==> src/rtl/column_rasterizer_pkg.sv <==
// Shared raycaster definitions: screen geometry, pixel type and column FSM states.
// The frame buffer and DDA stages import this package too.
package column_rasterizer_pkg;

  localparam int SCREEN_WIDTH  = 320;
  localparam int SCREEN_HEIGHT = 180;

  typedef logic [15:0] rgb565_t;

  localparam logic [1:0] ST_IDLE      = 2'd0;
  localparam logic [1:0] ST_DRAW      = 2'd1;
  localparam logic [1:0] ST_WAIT_SWAP = 2'd2;

  typedef enum logic [1:0] {
    IDLE      = ST_IDLE,
    DRAW      = ST_DRAW,
    WAIT_SWAP = ST_WAIT_SWAP
  } state_t;

endpackage

==> src/rtl/column_rasterizer.sv <==
// Turns one wall-column descriptor into a full screen-height strip of pixel writes.
// The last column of a frame parks the block until the frame buffer swaps.
module column_rasterizer #(
  parameter int SCREEN_WIDTH  = column_rasterizer_pkg::SCREEN_WIDTH,
  parameter int SCREEN_HEIGHT = column_rasterizer_pkg::SCREEN_HEIGHT,
  parameter column_rasterizer_pkg::rgb565_t CEIL_COLOR  = 16'h0000,
  parameter column_rasterizer_pkg::rgb565_t FLOOR_COLOR = 16'h4208
) (
  input  logic        pixel_clk_in,
  input  logic        rst_in,
  input  logic        col_valid_in,
  output logic        col_ready_out,
  input  logic [8:0]  col_index_in,
  input  logic [7:0]  col_height_in,
  input  logic [15:0] col_color_in,
  input  logic        frame_swap_in,
  output logic        ray_valid_out,
  output logic [15:0] ray_address_out,
  output logic [15:0] ray_pixel_out,
  output logic        ray_last_pixel_out
);
  import column_rasterizer_pkg::*;

  localparam logic [8:0]  LP_WIDTH    = 9'(SCREEN_WIDTH);
  localparam logic [8:0]  LP_LAST_COL = 9'(SCREEN_WIDTH - 1);
  localparam logic [15:0] LP_STRIDE   = 16'(SCREEN_WIDTH);
  localparam logic [7:0]  LP_HEIGHT   = 8'(SCREEN_HEIGHT);
  localparam logic [7:0]  LP_LAST_ROW = 8'(SCREEN_HEIGHT - 1);

  state_t      r_state;
  logic        r_ready;
  logic [8:0]  r_col;
  logic [7:0]  r_height;
  rgb565_t     r_color;
  logic        r_spanValid;
  logic [7:0]  r_top;
  logic [7:0]  r_bottom;
  logic [7:0]  r_row;
  logic [15:0] r_addr;
  logic        r_valid;
  logic        r_last;
  logic [15:0] r_address;
  rgb565_t     r_pixel;

  logic        w_accept;
  logic        w_inRange;
  logic [7:0]  w_clampH;
  logic [7:0]  w_spanTop;
  logic        w_lastRow;
  rgb565_t     w_pixel;

  assign w_accept  = col_valid_in && r_ready;
  assign w_inRange = col_index_in < LP_WIDTH;
  assign w_clampH  = (r_height > LP_HEIGHT) ? LP_HEIGHT : r_height;
  assign w_spanTop = (LP_HEIGHT - w_clampH) >> 1;
  assign w_lastRow = (r_row == LP_LAST_ROW);

  always_comb begin
    w_pixel = FLOOR_COLOR;
    if (r_row < r_top) begin
      w_pixel = CEIL_COLOR;
    end else if (r_row < r_bottom) begin
      w_pixel = r_color;
    end
  end

  // The first DRAW cycle only computes the span; pixels stream out from the second.
  always_ff @(posedge pixel_clk_in) begin
    if (rst_in) begin
      r_state     <= IDLE;
      r_ready     <= 1'b1;
      r_col       <= '0;
      r_height    <= '0;
      r_color     <= '0;
      r_spanValid <= 1'b0;
      r_top       <= '0;
      r_bottom    <= '0;
      r_row       <= '0;
      r_addr      <= '0;
      r_valid     <= 1'b0;
      r_last      <= 1'b0;
      r_address   <= '0;
      r_pixel     <= '0;
    end else begin
      r_valid <= 1'b0;
      r_last  <= 1'b0;
      case (r_state)
        IDLE: begin
          if (w_accept && w_inRange) begin
            r_col       <= col_index_in;
            r_height    <= col_height_in;
            r_color     <= col_color_in;
            r_spanValid <= 1'b0;
            r_state     <= DRAW;
            r_ready     <= 1'b0;
          end
        end
        DRAW: begin
          if (!r_spanValid) begin
            r_top       <= w_spanTop;
            r_bottom    <= w_spanTop + w_clampH;
            r_row       <= '0;
            r_addr      <= {7'b0, r_col};
            r_spanValid <= 1'b1;
          end else begin
            r_valid   <= 1'b1;
            r_address <= r_addr;
            r_pixel   <= w_pixel;
            r_last    <= w_lastRow && (r_col == LP_LAST_COL);
            r_row     <= r_row + 8'd1;
            r_addr    <= r_addr + LP_STRIDE;
            if (w_lastRow) begin
              if (r_col == LP_LAST_COL) begin
                r_state <= WAIT_SWAP;
              end else begin
                r_state <= IDLE;
                r_ready <= 1'b1;
              end
            end
          end
        end
        WAIT_SWAP: begin
          if (frame_swap_in) begin
            r_state <= IDLE;
            r_ready <= 1'b1;
          end
        end
        default: begin
          r_state <= IDLE;
          r_ready <= 1'b1;
        end
      endcase
    end
  end

  assign col_ready_out      = r_ready;
  assign ray_valid_out      = r_valid;
  assign ray_address_out    = r_address;
  assign ray_pixel_out      = r_pixel;
  assign ray_last_pixel_out = r_last;

endmodule

==> config.mk <==
export PLATFORM = sky130hd
export DESIGN_NAME = column_rasterizer
export DESIGN_NICKNAME = d
export VERILOG_FILES = /design/src/rtl/column_rasterizer_pkg.sv /design/src/rtl/column_rasterizer.sv
export SDC_FILE = /design/constraint.sdc
export NUM_CORES = 1
export LEC_CHECK = 0
export BUFFER_PORTS_ARGS = -buffer_cell sky130_fd_sc_hd__buf_2
export CORE_MARGIN = 2
export CORE_UTILIZATION = 55
export DETAILED_ROUTE_END_ITERATION = 10
export PLACE_DENSITY = 0.77
export SYNTH_ARGS = -nofsm -noshare
export SYNTH_HDL_FRONTEND = slang
export SYNTH_SLANG_ARGS = --single-unit
==> constraint.sdc <==
create_clock -name pixel_clk_in -period 3.6 [get_ports pixel_clk_in]
set_input_delay 0.36 -clock pixel_clk_in [delete_from_list [all_inputs] [get_ports pixel_clk_in]]
set_output_delay 0.36 -clock pixel_clk_in [all_outputs]
set_load 0.1 [all_outputs]
==> results of run 1 <==
## cells by family after synthesis
group,synth area share
AO/OA/AOI/OAI,0.2024
XOR/XNOR,0.01760
adder cells (fa/ha/maj),0.06033
buffers and inverters,0.04424
flip-flops,0.4424
multiplexers,0.01282
AND/OR/NAND/NOR,0.2202
## cell usage in the layout (no fill, tap or decap), drive strengths merged, types with 4 or more instances in the layout
master | netlist | layout
buf | 4 | 82
nor4 | 5 | 5
clkbuf | 27 | 9
xnor2 | 5 | 5
a211oi | 6 | 6
nor3 | 8 | 8
dfxtp | 110 | 110
a22oi | 8 | 8
nand3 | 13 | 13
a21oi | 90 | 90
nand2 | 145 | 145
a221oi | 4 | 4
nor2 | 39 | 39
o21ai | 14 | 14
and2 | 6 | 6
ha | 24 | 24
inv | 25 | 26
a22o | 14 | 14
xor2 | 5 | 5
## critical path, cell delays in order (launching register included)
cell and delay, ns:
dfxtp_1 0.37, o21ai_1 0.24, a21oi_1 0.14, o21ai_2 0.19, and2_1 0.20, inv_1 0.07
ha_1 0.17, a21oi_1 0.26, nor2_1 0.08, nor3_1 0.22, ha_1 0.34, a21oi_1 0.14
nor2b_1 0.07, or4_1 0.46, a311oi_1 0.20
## cell type report
class / instances / area (sq um) / area share
clock inverters: 6 / 82.58 / 0.01465
flip-flops and latches: 110 / 2202 / 0.3907
multi-input cells: 447 / 2561 / 0.4544
inverters: 25 / 93.84 / 0.01665
well taps: 108 / 135.1 / 0.02397
clock buffers: 9 / 123.9 / 0.02198
repair buffers: 82 / 437.9 / 0.07769
## synthesized netlist by cell type (2+ instances only)
library cell and number:
a211o_1 2, a211oi_1 6, a21o_1 3, a21oi_1 88, a21oi_2 2, a221oi_1 4, a22o_1 14, a22oi_1 8
a31o_2 2, and2_1 5, and3_1 3, and4_1 2, buf_2 2, clkbuf_1 27, dfxtp_1 110, ha_1 24
inv_1 24, mux2_2 3, mux2i_1 3, nand2_1 145, nand2b_1 3, nand3_1 13, nand4_1 2, nand4b_1 2
nor2_1 39, nor2b_1 2, nor3_1 8, nor4_1 5, o211a_1 2, o211ai_1 2, o21a_1 2, o21ai_0 13
o31ai_1 2, or2_2 3, or4_1 2, xnor2_1 5, xor2_1 5
## per-layer routing
layer  vias up  track usage  share of wire
met5         -            0              0
met4         0      0.08957          0.015
met3        16      0.05130          0.050
met2       104       0.4070           0.48
met1      2090       0.3051           0.45
li1       2241            -              -
## power by group through the flow
stage / clock network (mW) / registers [mW] / logic, mW
5_1_grt: 0.826 / 1.31 / 0.374
4_1_cts: 0.777 / 1.30 / 0.331
3_5_place_dp: 0 / 1.33 / 0.328
6_report: 0.763 / 1.30 / 0.333
2_1_floorplan: 0 / 1.33 / 0.231
3_3_place_gp: 0 / 1.33 / 0.318
## worst paths after layout
check	from	to	slack (ns)
min reg2reg	r_addr[3]	ray_address_out[3]	0.45
max	r_height[1]	r_bottom[7]	0.37
max reg2reg	r_height[1]	r_bottom[7]	0.37
min	col_color_in[6]	r_color[6]	0.21
## sequential cells by signal (all words and copies together) (netlist names), 7 cells and up
register / cells
r_addr: 16
r_bottom: 8
r_col: 9
r_color: 16
r_height: 8
r_row: 8
r_top: 7
ray_address_out: 16
ray_pixel_out: 16
## through the flow
step	worst slack [ns]	hold WS (ns)	power [mW]	utilization	instance area [sq um]
4_1_cts	0.09175	0.1972	2.408	0.6428	5633
2_1_floorplan	0.4768	0.4319	1.560	-	4977
3_5_place_dp	0.1149	0.4430	1.657	0.6192	5426
3_3_place_gp	0.2528	0.4395	1.644	0.6192	5426
6_report	0.3719	0.2102	2.398	0.6432	5637
5_1_grt	0.05011	0.2064	2.509	0.6432	5637
==> impl_metrics.py, run 1 <==
metrics = {
    "status": {
        "status": "finished clean",
    },
    "synth": {
        "synth_fp_nets": 674,
        "synthFlopType": "dfxtp_1",
        "yosys_register_bits": 110,
        "syn_area_sq_um": 4977,
        "synth_warnings": 0,
        "ys_seq_area_frac": 0.4424,
        "avgSynthCellArea_sq_um": 8.120,
        "synth_top_area_share": 0.4424,
        "ys_types": 63,
        "synth_largest_area_cell": "dfxtp_1",
        "netlist_top_cells_area": "dfxtp_1, nand2_1, a21oi_1, ha_1, nor2_1",
        "syn_inst": 613,
        "synth_edf_count": 0,
        "async_reset_ff_frac": 0,
    },
    "clock_network": {
        "clock-sinks": 110,
        "h-tree-depth": 3,
        "post_cts_hold_buffer_count": 0,
        "clkTransAtPathRegs_ns": 0.11,
        "clk_latency_ns": 0.37,
        "cts_tree": "done",
        "postCtsSetupBuffers": 0,
        "clk_path_buf_depth": 2,
        "cts_resized": 0,
        "cts-root-buf": "clkbuf_8",
        "numCtsBuffers": 9,
    },
    "worst_hold_path": {
        "min_path_cells": 3,
        "hp-class": "primary input to flop",
    },
    "grt": {
        "antenna_found_initial": 0,
        "grt_start_max_net_pins": 45,
        "grt_pass1_vias": 4370,
        "grt_pass1_wl_mm": 19.51,
        "grt_usage": 0.2413,
        "grt-ovfl-total": 0,
    },
    "die": {
        "core_sq_um": 8763,
        "start_util": 0.5680,
        "die_area_sq_um": 9827,
        "die_w_microns": 99.13,
        "boundaryPins": 72,
        "die_h_microns": 99.13,
        "row_count": 34,
    },
    "critical_path": {
        "path_max_fanout": 6,
        "critPathRequiredTime_ns": 3.89,
        "r2r.worst_path.cells": 14,
        "start_kind": "flop",
        "critPathCaptureType": "flop",
        "cp.arrival_ns": 3.52,
        "crit_type": "flop to flop",
    },
    "sta": {
        "max_freq_mhz": 309.8,
        "maxSlewHeadroom": 0.4581,
        "finalSetupViolCount": 0,
        "fin_skew_ns": 0.02092,
        "fin_crit_ns": 3.228,
        "period_share": 0.8967,
        "rsz0062_at_grt": "no",
        "worst_pin_slew_ns": 0.8109,
        "drv_slew": 0,
        "hold_violations": 0,
        "tns_ns": 0,
    },
    "drt": {
        "wl_per_cell_microns": 14.53,
        "drc": 0,
        "ant_nets": 0,
        "vias": 4451,
        "drt_wl_total_mm": 11.44,
        "dr.pass1.iters": 5,
        "avgViaCountPerCell": 5.656,
        "drt-initial-drc-count": 201,
    },
    "pwr": {
        "internal-power_mw": 1.713,
        "switching_share": 0.2858,
        "clockPowerShare": 0.318,
        "p_comb_frac": 0.139,
        "netSwitchingPower_mw": 0.6852,
        "power_frac_seq": 0.543,
        "ir_drop_v": 0.0002718,
        "leakage_nw": 2.273,
        "powerDensity_nw_per_um2": 425.4,
    },
    "layout": {
        "stdcell_count": 787,
        "finalNetCount": 736,
        "area_growth_pct": 13.25,
        "drive_gt1_frac": 0.1708,
        "fillers": 786,
        "num_antenna_cells": 0,
    },
    "place": {
        "port_buffers": 71,
        "place.gp.congestion": 0.8640,
        "place_inst": 772,
        "hpwl_mm": 8.172,
    },
    "run": {
        "maxCapViolations": 0,
    },
}
Note: power is estimated with default switching activity, not from simulation.
==> inputs of run 2 (changes only) <==
- CORE_ASPECT_RATIO: default -> 0.9
==> run 2 against run 1 <==
  * Setup slack got worse by 0.060 ns
  * Register-to-register slack worse by 0.06 ns
  * Via count grew 1.3%
  * Die area hardly changed
  * Final area stayed put
  * Flip-flop and latch count unchanged
  * Sequential share of layout area did not move
  * Non-clock buffer count down 1
  * Hold slack lost 0.0012 ns
  * Clock skew is 0.0049 ns lower
  * Critical path depth did not move
  * Largest power group unchanged
==> impl_metrics.py, run 2 (synthesis results as in run 1) <==
metrics = {
    "status": {
        "status": "finished clean",
    },
    "pwr": {
        "internal-power_mw": 1.670,
        "p_comb_frac": 0.141,
        "leakage_nw": 2.270,
        "switching_share": 0.2962,
        "clockPowerShare": 0.310,
        "powerDensity_nw_per_um2": 420.9,
        "netSwitchingPower_mw": 0.7027,
        "finalPower_mw": 2.373,
        "power_frac_seq": 0.549,
        "ir_drop_v": 0.0003180,
    },
    "layout": {
        "fin_area_sq_um": 5637,
        "finalNetCount": 735,
        "drive_gt1_frac": 0.1708,
        "num_antenna_cells": 0,
        "fillers": 773,
        "mostFrequentLayoutCells": "nand2_1, dfxtp_1, a21oi_1, buf_2, nor2_1",
        "stdcell_count": 798,
        "area_growth_pct": 13.25,
        "layout_commonest_cell": "nand2_1",
    },
    "clock_network": {
        "postCtsSetupBuffers": 0,
        "cts-root-buf": "clkbuf_8",
        "cts_tree": "done",
        "clk_latency_ns": 0.37,
        "cts_resized": 0,
        "numCtsBuffers": 9,
        "post_cts_hold_buffer_count": 0,
        "h-tree-depth": 3,
        "clkTransAtPathRegs_ns": 0.11,
        "clock-sinks": 110,
        "clk_path_buf_depth": 2,
    },
    "sta": {
        "period_share": 0.9133,
        "maxSlewHeadroom": 0.3517,
        "fin_skew_ns": 0.01599,
        "drv_slew": 0,
        "hold_violations": 0,
        "max_freq_mhz": 304.2,
        "holdWs_ns": 0.2089,
        "rsz0062_at_grt": "no",
        "tns_ns": 0,
        "worst_pin_slew_ns": 0.9689,
        "finalSetupViolCount": 0,
        "fin_crit_ns": 3.288,
    },
    "drt": {
        "drt-initial-drc-count": 209,
        "avgViaCountPerCell": 5.649,
        "wl_per_cell_microns": 14.69,
        "drc": 0,
        "ant_nets": 0,
        "vias": 4508,
        "drt_wl_total_mm": 11.72,
        "dr.pass1.iters": 4,
    },
    "place": {
        "port_buffers": 71,
        "postPlaceCellArea_sq_um": 5433,
        "place.gp.congestion": 0.8582,
        "hpwl_mm": 8.285,
        "place_inst": 782,
    },
    "die": {
        "start_util": 0.5729,
        "die_w_microns": 104.3,
        "die_h_microns": 94.25,
        "die_area_sq_um": 9828,
        "row_count": 32,
        "boundaryPins": 72,
        "core_sq_um": 8688,
    },
    "critical_path": {
        "cp_top_family": "compound AO/OA/AOI/OAI gates",
        "crit_slowest_cell": "or4_1",
        "start_kind": "flop",
        "critPathCaptureType": "flop",
        "critPathRequiredTime_ns": 3.89,
        "path_max_fanout": 6,
        "critical_path.cell_chain": "o21ai_1 > a21oi_1 > o21ai_2 > and2_1 > inv_1 > ha_1 > a21oi_1 > nor2_1 > nor3_1 > ha_1 > a21oi_1 > nor2b_1 > or4_1 > a311oi_1",
        "critPathBufInv": 1,
        "cp.arrival_ns": 3.58,
        "crit_top_cell": "a21oi_1",
        "critPathMaxStageDelay_ns": 0.46,
        "crit_type": "flop to flop",
    },
    "grt": {
        "grt_usage": 0.2433,
        "grt-ovfl-total": 0,
        "grt_pass1_vias": 4345,
        "grt_start_max_net_pins": 41,
        "grt_pass1_wl_mm": 19.52,
        "antenna_found_initial": 0,
    },
    "run": {
        "maxCapViolations": 0,
    },
    "worst_hold_path": {
        "hp-class": "primary input to flop",
    },
}
## run 2: changes by cell type in the layout (fill, tap and decap cells not counted), sizes merged
| cell | change |
|---|---|
| inv | +2 |
| buf | -1 |
| bufinv | -1 |
| clkbuf | +1 |
| clkinvlp | -1 |
## run 2: final cells by class
class                   count  area, sq um  area share
repair buffers             81        430.4     0.07636
well taps                 119        148.9     0.02642
clock buffers              10        137.6     0.02442
clock inverters             6        62.56     0.01110
multi-input cells         447         2561      0.4544
inverters                  25        93.84     0.01665
flip-flops and latches    110         2202      0.3907
## run 2: worst paths after layout
path | from | to | slack [ns] | cells after the start
max | r_height[1] | r_bottom[7] | 0.31 | 14
min | col_height_in[3] | r_height[3] | 0.21 | 3
max reg2reg | r_height[1] | r_bottom[7] | 0.31 | 14
min reg2reg | ray_address_out[14] | ray_address_out[14] | 0.46 | 2
## run 2: tightest hold or removal path, cell delays in order
cell	delay, ns
buf_2	0.09
nand2_1	0.04
a21oi_1	0.05
## run 2: through the flow
| step | worst slack (ns) | util |
|---|---|---|
| 2_1_floorplan | 0.4768 | - |
| 3_5_place_dp | 0.03212 | 0.6253 |
| 3_3_place_gp | 0.2102 | 0.6253 |
| 5_1_grt | 0.08006 | 0.6488 |
| 4_1_cts | 0.0004867 | 0.6483 |
| 6_report | 0.3122 | 0.6488 |
## run 2: power by group through the flow
stage / clock (mW) / combinational (mW) / sequential (mW)
6_report: 0.736 / 0.334 / 1.30
5_1_grt: 0.797 / 0.374 / 1.31
4_1_cts: 0.751 / 0.332 / 1.30
3_5_place_dp: 0 / 0.330 / 1.33
3_3_place_gp: 0 / 0.320 / 1.33
2_1_floorplan: 0 / 0.231 / 1.33
## run 2: layer usage
layer / up-vias / GRT usage / part of all wire
met2: 95 / 0.4243 / 0.47
met4: 0 / 0.06532 / 0.010
met1: 2156 / 0.3001 / 0.47
met5: - / 0 / 0
met3: 13 / 0.06172 / 0.046
li1: 2244 / - / -
